**src/rtl/fifo_wr_gen.sv**
```systemverilog
// fifo_wr_gen: write-side burst stimulus generator for FIFO test designs.
// Waits for a synchronised empty, then writes a patterned sequence until almost_full/full.
module fifo_wr_gen #(
    parameter int unsigned DATA_W    = 8,
    parameter int unsigned WRAP_VAL  = 254,
    parameter int unsigned SYNC_STG  = 2,
    parameter int unsigned LFSR_SEED = 1,
    parameter int unsigned CNT_W     = 32
) (
    input  logic              wr_clk,
    input  logic              rst_n,
    input  logic              wr_rst_busy,
    input  logic              empty,
    input  logic              almost_full,
    input  logic              full,
    input  logic              gen_en,
    input  logic [1:0]        mode,
    input  logic [DATA_W-1:0] const_val,
    output logic              fifo_wr_en,
    output logic [DATA_W-1:0] fifo_wr_data,
    output logic              burst_done,
    output logic [CNT_W-1:0]  word_cnt,
    output logic              ovf_err
);

    typedef enum logic [1:0] {
        ST_IDLE       = 2'd0,
        ST_WAIT_EMPTY = 2'd1,
        ST_WRITE      = 2'd2
    } state_e;

    localparam logic [1:0] MODE_INCR  = 2'b00;
    localparam logic [1:0] MODE_DECR  = 2'b01;
    localparam logic [1:0] MODE_LFSR  = 2'b10;
    localparam logic [1:0] MODE_CONST = 2'b11;

    localparam logic [DATA_W-1:0] DATA_ONE  = DATA_W'(1);
    localparam logic [DATA_W-1:0] DATA_ZERO = {DATA_W{1'b0}};
    localparam logic [CNT_W-1:0]  CNT_ONE   = CNT_W'(1);
    localparam logic [DATA_W-1:0] WRAP_V    = DATA_W'(WRAP_VAL);
    // An all-zero seed would lock the LFSR, so it is forced to 1.
    localparam logic [DATA_W-1:0] SEED_V    = (LFSR_SEED == 32'd0) ? DATA_ONE : DATA_W'(LFSR_SEED);

    localparam logic [31:0] LFSR_TAPS32 = (DATA_W == 32'd16) ? 32'h0000_B400 :
                                          (DATA_W == 32'd32) ? 32'h8020_0003 :
                                                               32'h0000_00B8;
    localparam logic [DATA_W+31:0] LFSR_TAPS_EXT = {{DATA_W{1'b0}}, LFSR_TAPS32};
    localparam logic [DATA_W-1:0]  LFSR_TAPS     = LFSR_TAPS_EXT[DATA_W-1:0];

    function automatic logic [DATA_W-1:0] lfsr_next(input logic [DATA_W-1:0] d);
        logic [DATA_W-1:0] shifted;
        shifted = {1'b0, d[DATA_W-1:1]};
        if (d[0]) begin
            lfsr_next = shifted ^ LFSR_TAPS;
        end else begin
            lfsr_next = shifted;
        end
    endfunction

    function automatic logic [DATA_W-1:0] pattern_next(input logic [1:0] m, input logic [DATA_W-1:0] d);
        case (m)
            MODE_INCR: pattern_next = (d == WRAP_V) ? DATA_ZERO : d + DATA_ONE;
            MODE_DECR: pattern_next = (d == DATA_ZERO) ? WRAP_V : d - DATA_ONE;
            MODE_LFSR: pattern_next = lfsr_next(d);
            default:   pattern_next = d;
        endcase
    endfunction

    state_e              state_q, state_d;
    logic [SYNC_STG-1:0] empty_sync_q;
    logic                empty_s;
    logic [1:0]          mode_q, mode_d;
    logic                wr_en_q, wr_en_d;
    logic [DATA_W-1:0]   data_q, data_d;
    logic                burst_done_q, burst_done_d;
    logic [CNT_W-1:0]    word_cnt_q, word_cnt_d;
    logic                ovf_q, ovf_d;

    assign empty_s = empty_sync_q[SYNC_STG-1];

    // Synchroniser for the read-domain empty flag.
    always_ff @(posedge wr_clk or negedge rst_n) begin
        if (!rst_n) begin
            empty_sync_q <= {SYNC_STG{1'b0}};
        end else begin
            empty_sync_q <= {empty_sync_q[SYNC_STG-2:0], empty};
        end
    end

    // FSM next state, registered-output targets and pattern sequencing.
    always_comb begin
        state_d      = state_q;
        mode_d       = mode_q;
        data_d       = data_q;
        if (wr_rst_busy || !gen_en) begin
            state_d = ST_IDLE;
        end else begin
            case (state_q)
                ST_IDLE: state_d = ST_WAIT_EMPTY;
                ST_WAIT_EMPTY: begin
                    if (!full && !almost_full && empty_s) begin
                        state_d = ST_WRITE;
                    end else begin
                        state_d = ST_WAIT_EMPTY;
                    end
                end
                ST_WRITE: begin
                    if (full || almost_full) begin
                        state_d = ST_WAIT_EMPTY;
                    end else begin
                        state_d = ST_WRITE;
                    end
                end
                default: state_d = ST_IDLE;
            endcase
        end

        wr_en_d      = (state_d == ST_WRITE);
        burst_done_d = (state_q == ST_WRITE) && (state_d != ST_WRITE);

        // Mode is only re-sampled outside a burst so a burst never mixes patterns.
        if ((state_q != ST_WRITE) && (mode != mode_q)) begin
            mode_d = mode;
            case (mode)
                MODE_INCR: data_d = DATA_ZERO;
                MODE_DECR: data_d = DATA_ZERO;
                MODE_LFSR: data_d = SEED_V;
                default:   data_d = const_val;
            endcase
        end else if (mode_q == MODE_CONST) begin
            data_d = const_val;
        end else if (wr_en_q) begin
            data_d = pattern_next(mode_q, data_q);
        end else begin
            data_d = data_q;
        end

        word_cnt_d = wr_en_q ? (word_cnt_q + CNT_ONE) : word_cnt_q;
        ovf_d      = ovf_q | (wr_en_q & full);
    end

    // State and output registers.
    always_ff @(posedge wr_clk or negedge rst_n) begin
        if (!rst_n) begin
            state_q      <= ST_IDLE;
            mode_q       <= MODE_INCR;
            wr_en_q      <= 1'b0;
            data_q       <= DATA_ZERO;
            burst_done_q <= 1'b0;
            word_cnt_q   <= {CNT_W{1'b0}};
            ovf_q        <= 1'b0;
        end else begin
            state_q      <= state_d;
            mode_q       <= mode_d;
            wr_en_q      <= wr_en_d;
            data_q       <= data_d;
            burst_done_q <= burst_done_d;
            word_cnt_q   <= word_cnt_d;
            ovf_q        <= ovf_d;
        end
    end

    assign fifo_wr_en   = wr_en_q;
    assign fifo_wr_data = data_q;
    assign burst_done   = burst_done_q;
    assign word_cnt     = word_cnt_q;
    assign ovf_err      = ovf_q;

endmodule

```
**config.mk**
```make
export PLATFORM = sky130hd
export DESIGN_NAME = fifo_wr_gen
export DESIGN_NICKNAME = d
export VERILOG_FILES = /design/src/rtl/fifo_wr_gen.sv
export SDC_FILE = /design/constraint.sdc
export NUM_CORES = 1
export LEC_CHECK = 0
export CAP_MARGIN = 20
export CORE_UTILIZATION = 30
export DETAILED_ROUTE_END_ITERATION = 8
export GPL_TIMING_DRIVEN = 0
export PLACE_DENSITY = 0.55
export SYNTH_ARGS = -nofsm -noshare
export SYNTH_HDL_FRONTEND = slang
export SYNTH_SLANG_ARGS = --single-unit
```
**constraint.sdc**
```tcl
create_clock -name wr_clk -period 2.45 [get_ports wr_clk]
set_input_delay 0.245 -clock wr_clk [delete_from_list [all_inputs] [get_ports wr_clk]]
set_output_delay 0.245 -clock wr_clk [all_outputs]
set_load 0.02 [all_outputs]
```
Word level (Yosys, flattened, before mapping)
Index checks and enable logic that the tools add are counted.
{"block": "word_totals", "reg_bits": 49, "input_bits": 17, "out_inout_bits": 43, "wordCells": 55}
{"block": "op_classes", "n_addsub": 3, "n_eq_ne": 12, "muxes": 12, "bitwise": 3, "n_reduce_logical": 17}
{"cell": "two-way mux 8 bit", "n": 6}
{"cell": "adder 32 x 1 -> 32 bit, second input constant", "n": 1}
{"cell": "one-hot mux 8 bit (3 select lines)", "n": 1}
{"cell": "one-hot mux 8 bit (2 select lines)", "n": 1}
{"cell": "== test 2 bit, second input constant", "n": 5}
{"cell": "adder 8 x 1 -> 8 bit, second input constant", "n": 1}
{"cell": "== test 8 bit, second input constant", "n": 1}
{"cell": "logical NOT 8 bit", "n": 1}
{"cell": "subtractor 8 x 1 -> 8 bit, second input constant", "n": 1}
{"cell": "== test 2 x 1 -> 1 bit, second input constant", "n": 3}
{"cell": "logical NOT 2 bit", "n": 3}
{"cell": "two-way mux 2 bit", "n": 3}
{"cell": "one-hot mux 2 bit (3 select lines)", "n": 1}
{"cell": "nonzero test 5 bit", "n": 1}
{"cell": "logical AND 1 bit", "n": 4}
{"cell": "inequality test 2 bit, second input constant", "n": 2}
{"cell": "inverter 3 -> 4 bit", "n": 1}
{"cell": "logical NOT 1 bit", "n": 3}
{"cell": "nonzero test 3 bit", "n": 1}
{"cell": "logical OR 1 bit", "n": 2}
{"cell": "inequality test 2 bit", "n": 1}
{"cell": "AND reduction 2 bit", "n": 1}
{"cell": "OR reduction 2 bit", "n": 1}
{"cell": "bitwise AND 1 bit", "n": 1}
{"cell": "OR 1 bit", "n": 1}

Logic depth before layout (Yosys ltp)
{"block": "depth", "depth_word": 8, "mapped_depth": 8, "ltp_nobuf": 7}

Worst setup path after synthesis
OpenSTA, ideal clock, no wires.
{"block": "synth_path", "path_type": "register -> register", "from": "reg data_q[0], in the netlist fifo_wr_data[0]", "to": "reg data_q[3], in the netlist fifo_wr_data[3]", "setup_ps": 126, "t_arrival_ps": 1919, "t_required_ps": 2324, "path_slack_ps": 404, "path_stages_with_launch": 9, "path_buffers": 1, "period_less_slack_ps": 2046, "cell_sequence": "dfrtp_1 -> clkbuf_1 -> inv_1 -> ha_1 -> nor2b_1 -> nor3b_4 -> o21ai_0 -> a211oi_1 -> a221o_2"}
{"block": "synth_via", "elab_chain_len": 6, "elab_cells_between_ends": 11, "classes_between": "add/sub (2); eq/ne (1); mux (7); reduce/logical (1)"}
{"element": "start, declared", "line_no": "74", "rtl": "logic [DATA_W-1:0] data_q, data_d;"}
{"element": "start signal, assigned", "line_no": "156", "rtl": "data_q <= data_d;"}
{"element": "subtractor 8 x 1 -> 8 bit (tied with other cells)", "line_no": "63", "rtl": "MODE_DECR: pattern_next = (d == DATA_ZERO) ? WRAP_V : d - DATA_ONE;"}
{"element": "two-way mux 8 bit, on equally long branches", "line_no": "63, 62"}
{"element": "one-hot mux 8 bit (3 select lines) *", "line_no": "61", "rtl": "case (m)"}
{"element": "two-way mux 8 bit *", "line_no": "132", "rtl": "end else if (wr_en_q) begin"}
{"element": "two-way mux 8 bit *", "line_no": "130", "rtl": "end else if (mode_q == MODE_CONST) begin"}
{"element": "two-way mux 8 bit *", "line_no": "122", "rtl": "if ((state_q != ST_WRITE) && (mode != mode_q)) begin"}
Mark *: on every way between the ends. The rest lies on a longest branch, timed or not. The select of a mux whose other input is x is not followed.
A chain may end at the register's enable or synchronous reset.

Final worst setup path
{"block": "layout_path", "from": "reg mode_q[0]", "to": "reg data_q[3], in the netlist fifo_wr_data[3]"}
{"block": "layout_via", "elab_chain_len": 5, "elab_cells_between_ends": 13, "classes_between": "eq/ne (4); mux (4); reduce/logical (5)"}
{"element": "start, declared", "line_no": "72", "rtl": "logic [1:0] mode_q, mode_d;"}
{"element": "start signal, assigned", "line_no": "154", "rtl": "mode_q <= mode_d;"}
{"element": "== test 2 bit (tied with other cells)", "line_no": "61"}
{"element": "one-hot mux 8 bit (3 select lines)", "line_no": "61"}
{"element": "two-way mux 8 bit", "line_no": "132"}
{"element": "two-way mux 8 bit", "line_no": "130"}
{"element": "two-way mux 8 bit", "line_no": "122"}
Parallel ways exist; a longest one is shown, timed or not. The select of a mux whose other input is x is not followed.

==> impl_metrics.ini <==
[global_route]
grt_max_degree = 29
grt_usage_pct = 15.0
overflow = 0
grt_antenna_before_repair = 0
grt_pass1_wl_mm = 11.8
first_global_vias = 2340

[job]
cap_violations = 0

[floorplanning]
die-area_um2 = 10000
core_um2 = 9280
die_y_um = 100
rows = 35
start_util_pct = 31.1
die_width_um = 100
io_pins = 60

[drt]
drcViolationCount = 0
vias = 2477
first_pass_iters = 4
wl_per_cell_um = 14.7
routed_via_density = 5.01
postRouteAntennaNets = 0
routed_wl_mm = 7.28
drt_iter0_markers = 175

[timing]
setup_viol = 0
fmax_mhz = 442
slew_headroom_pct = 41.2
hold_violations = 0
skew_ns = 0.0116
min_period_over_period_pct = 92.4
rsz0062_at_grt = no
drv_slew = 0
tightest_slew_ns = 0.877
min_period_ns = 2.26

[min_path]
hold_path.class = in -> reg
worstHoldStart = mode[0]

[pwr]
power.leakage_nw = 1.56
ir_worst_vdd_mv = 0.222
power.density_nw_per_um2 = 477

[synthesis]
synth_warnings = 0
synth_cell_type_count = 53
synthArstFlopShare_pct = 100
synth_area_leaders = dfrtp_1, xnor2_1, xor2_1
synth_edf_count = 0
synth_top_area_share_pct = 42.5
ys.flop_type = dfrtp_1
synth_cells = 299
ys_seq_area_share_pct = 42.5
ys_ff_latch = 49
synth.cell_area_um2 = 2890
syn_nets = 325
synth_top_area_cell = dfrtp_1
avgSynthCellArea_um2 = 9.65

[clocking]
clk_pin_slew_ns = 0.10
clk_latency_ns = 0.30
post_cts_buffers = 0
clk_path_buf_depth = 2
clock-root-buffer = clkbuf_8
cts_buffers = 5
cts_max_level = 2
cts.sinks = 49
cts_tree = done

[cells_and_area]
drive_above_1_share_pct = 7.40
antenna_cells = 0
syn2layout_area_growth_pct = 29.3
fin_util_pct = 40.2
final_nets = 390
stdcell_count = 494

[placed_design]
routabilityCongestion = 0.925
portBuffers = 57
dp_cells = 486
dp_hpwl_mm = 5.46

[status]
outcome = complete, no violations

[worst_setup_path]
rr_startpoint = mode_q[0]$_DFFE_PN0P_
startpoint = mode_q[0]$_DFFE_PN0P_
path_class = reg -> reg
worstPathRequired_ns = 2.70
cp_data_arrival_time_ns = 2.51
worstPathMaxFanout = 10
critPathLaunchType = flip-flop
path_cells = inv_1 > ha_1 > clkbuf_1 > o31ai_1 > nor2_1 > nand2_1 > a211oi_1 > a221o_2
endpoint_kind = flip-flop
cp_slowest_stage_delay_ns = 0.47
critPathSlowestCell = dfrtp_1
## cells in the mapped netlist (2+ instances only)
cell and n:
xnor2_1 29, nand3_1 18, a311oi_1 3, nand4_1 10
a21o_1 4, nand2_1 27, ha_1 9, o211ai_1 3
buf_2 5, a31oi_1 4, nor2_1 11, a221o_1 2
nor2b_1 3, o31ai_1 2, clkbuf_1 8, and2_1 3
o21ai_0 9, xor2_1 14, dfrtp_1 49, nor3_1 10
a32oi_1 3, o21a_1 5, a21oi_1 14, a211oi_1 3
or3_1 2, and3_1 6, nand2b_1 3, nor4_1 3
a21boi_0 3, and4_1 3, inv_1 9
## layer usage
layer	vias to the layer above	global-route usage [%]	wire length, µm
met1	1191	20.9	3530
met3	6	2.72	268
li1	1209	-	-
met5	-	0	0
met4	0	4.01	69
met2	71	23.9	3420
## logic make-up (layout without fill, tap and decap cells)
logic type	count (synthesis)	after routing	share of synthesized area, %
compound gates	68	68	16.6
xor+xnor	43	43	13.0
fa+ha+maj	9	9	3.90
buf+inv	24	90	3.73
flops	49	49	42.5
mux	1	1	0.390
simple gates	105	105	19.8
## per-stage QoR
stage	setup WS, ns	setup TNS [ns]	hold WS, ns	power (mW)	cell area (µm²)
5_1_grt	0.00223	0	0.344	1.88	3730
2_1_floorplan	0.404	0	-0.0506	1.14	2890
3_3_place_gp	-0.466	-22.67	0.333	1.30	3620
4_1_cts	0.0179	0	0.319	1.80	3730
3_5_place_dp	0.0573	0	0.252	1.31	3630
6_report	0.186	0	0.334	1.78	3730
## critical path: cells and delay by family, from the launching register on
family / cells / cell delay, ns
buffers and inverters: 2 / 0.49
AO/OA/AOI/OAI: 3 / 0.61
flip-flops: 1 / 0.47
adder cells (fa/ha/maj): 1 / 0.15
AND/OR/NAND/NOR: 2 / 0.50
## report_power, final
| group | internal, mW | leakage [nW] | switching (mW) |
|---|---|---|---|
| Sequential | 0.836 | 0.666 | 0.0404 |
| Combinational | 0.187 | 0.852 | 0.231 |
| Clock | 0.202 | 0.0374 | 0.284 |
## repair_timing
action	in CTS	in global routing
endpoints found under the setup margin	0	5
hold buffers	1	0
endpoints found under the hold margin	21	0
gates resized for setup	0	1
## layout make-up
class                           instances  area, µm²
Inverter                                9       33.8
Clock buffer                            6       72.6
Multi-Input combinational cell        226       1560
Fill cell                             965       5550
Timing Repair Buffer                   59        596
Buffer                                 14       70.1
Sequential cell                        49       1230
Tap cell                              129        161
Clock inverter                          2       15.0
## final timing paths
check	to	slack (ns)	cells past startpoint
setup reg to reg	fifo_wr_data[3]$_DFFE_PN0P_	0.19	8
hold reg to reg	empty_sync_q[1]$_DFF_PN0_	0.36	0
hold / removal	mode_q[0]$_DFFE_PN0P_	0.33	3
max in group asynchronous	word_cnt[2]$_DFFE_PN0P_	1.45	3
setup / recovery	fifo_wr_data[3]$_DFFE_PN0P_	0.19	8
min in group asynchronous	word_cnt[24]$_DFFE_PN0P_	0.45	2
## sequential cells by signal (all words and copies together) (netlist names)
name,flops
burst_done,1
empty_sync_q,2
fifo_wr_data,8
fifo_wr_en,1
mode_q,2
ovf_err,1
state_q,2
word_cnt,32
## cell usage in the layout (no fill, tap or decap), drive strengths merged, types with 4 or more instances in the layout
cell type / n
a21o: 4
a21oi: 14
a31oi: 4
and3: 6
and4: 4
buf: 9
clkbuf: 13
clkdlybuf4s50: 56
dfrtp: 49
ha: 9
inv: 9
nand2: 27
nand3: 18
nand4: 10
nor2: 11
nor3: 10
nor4: 4
o21a: 5
o21ai: 9
xnor2: 29
xor2: 14
(Power assumes the default switching activity.)
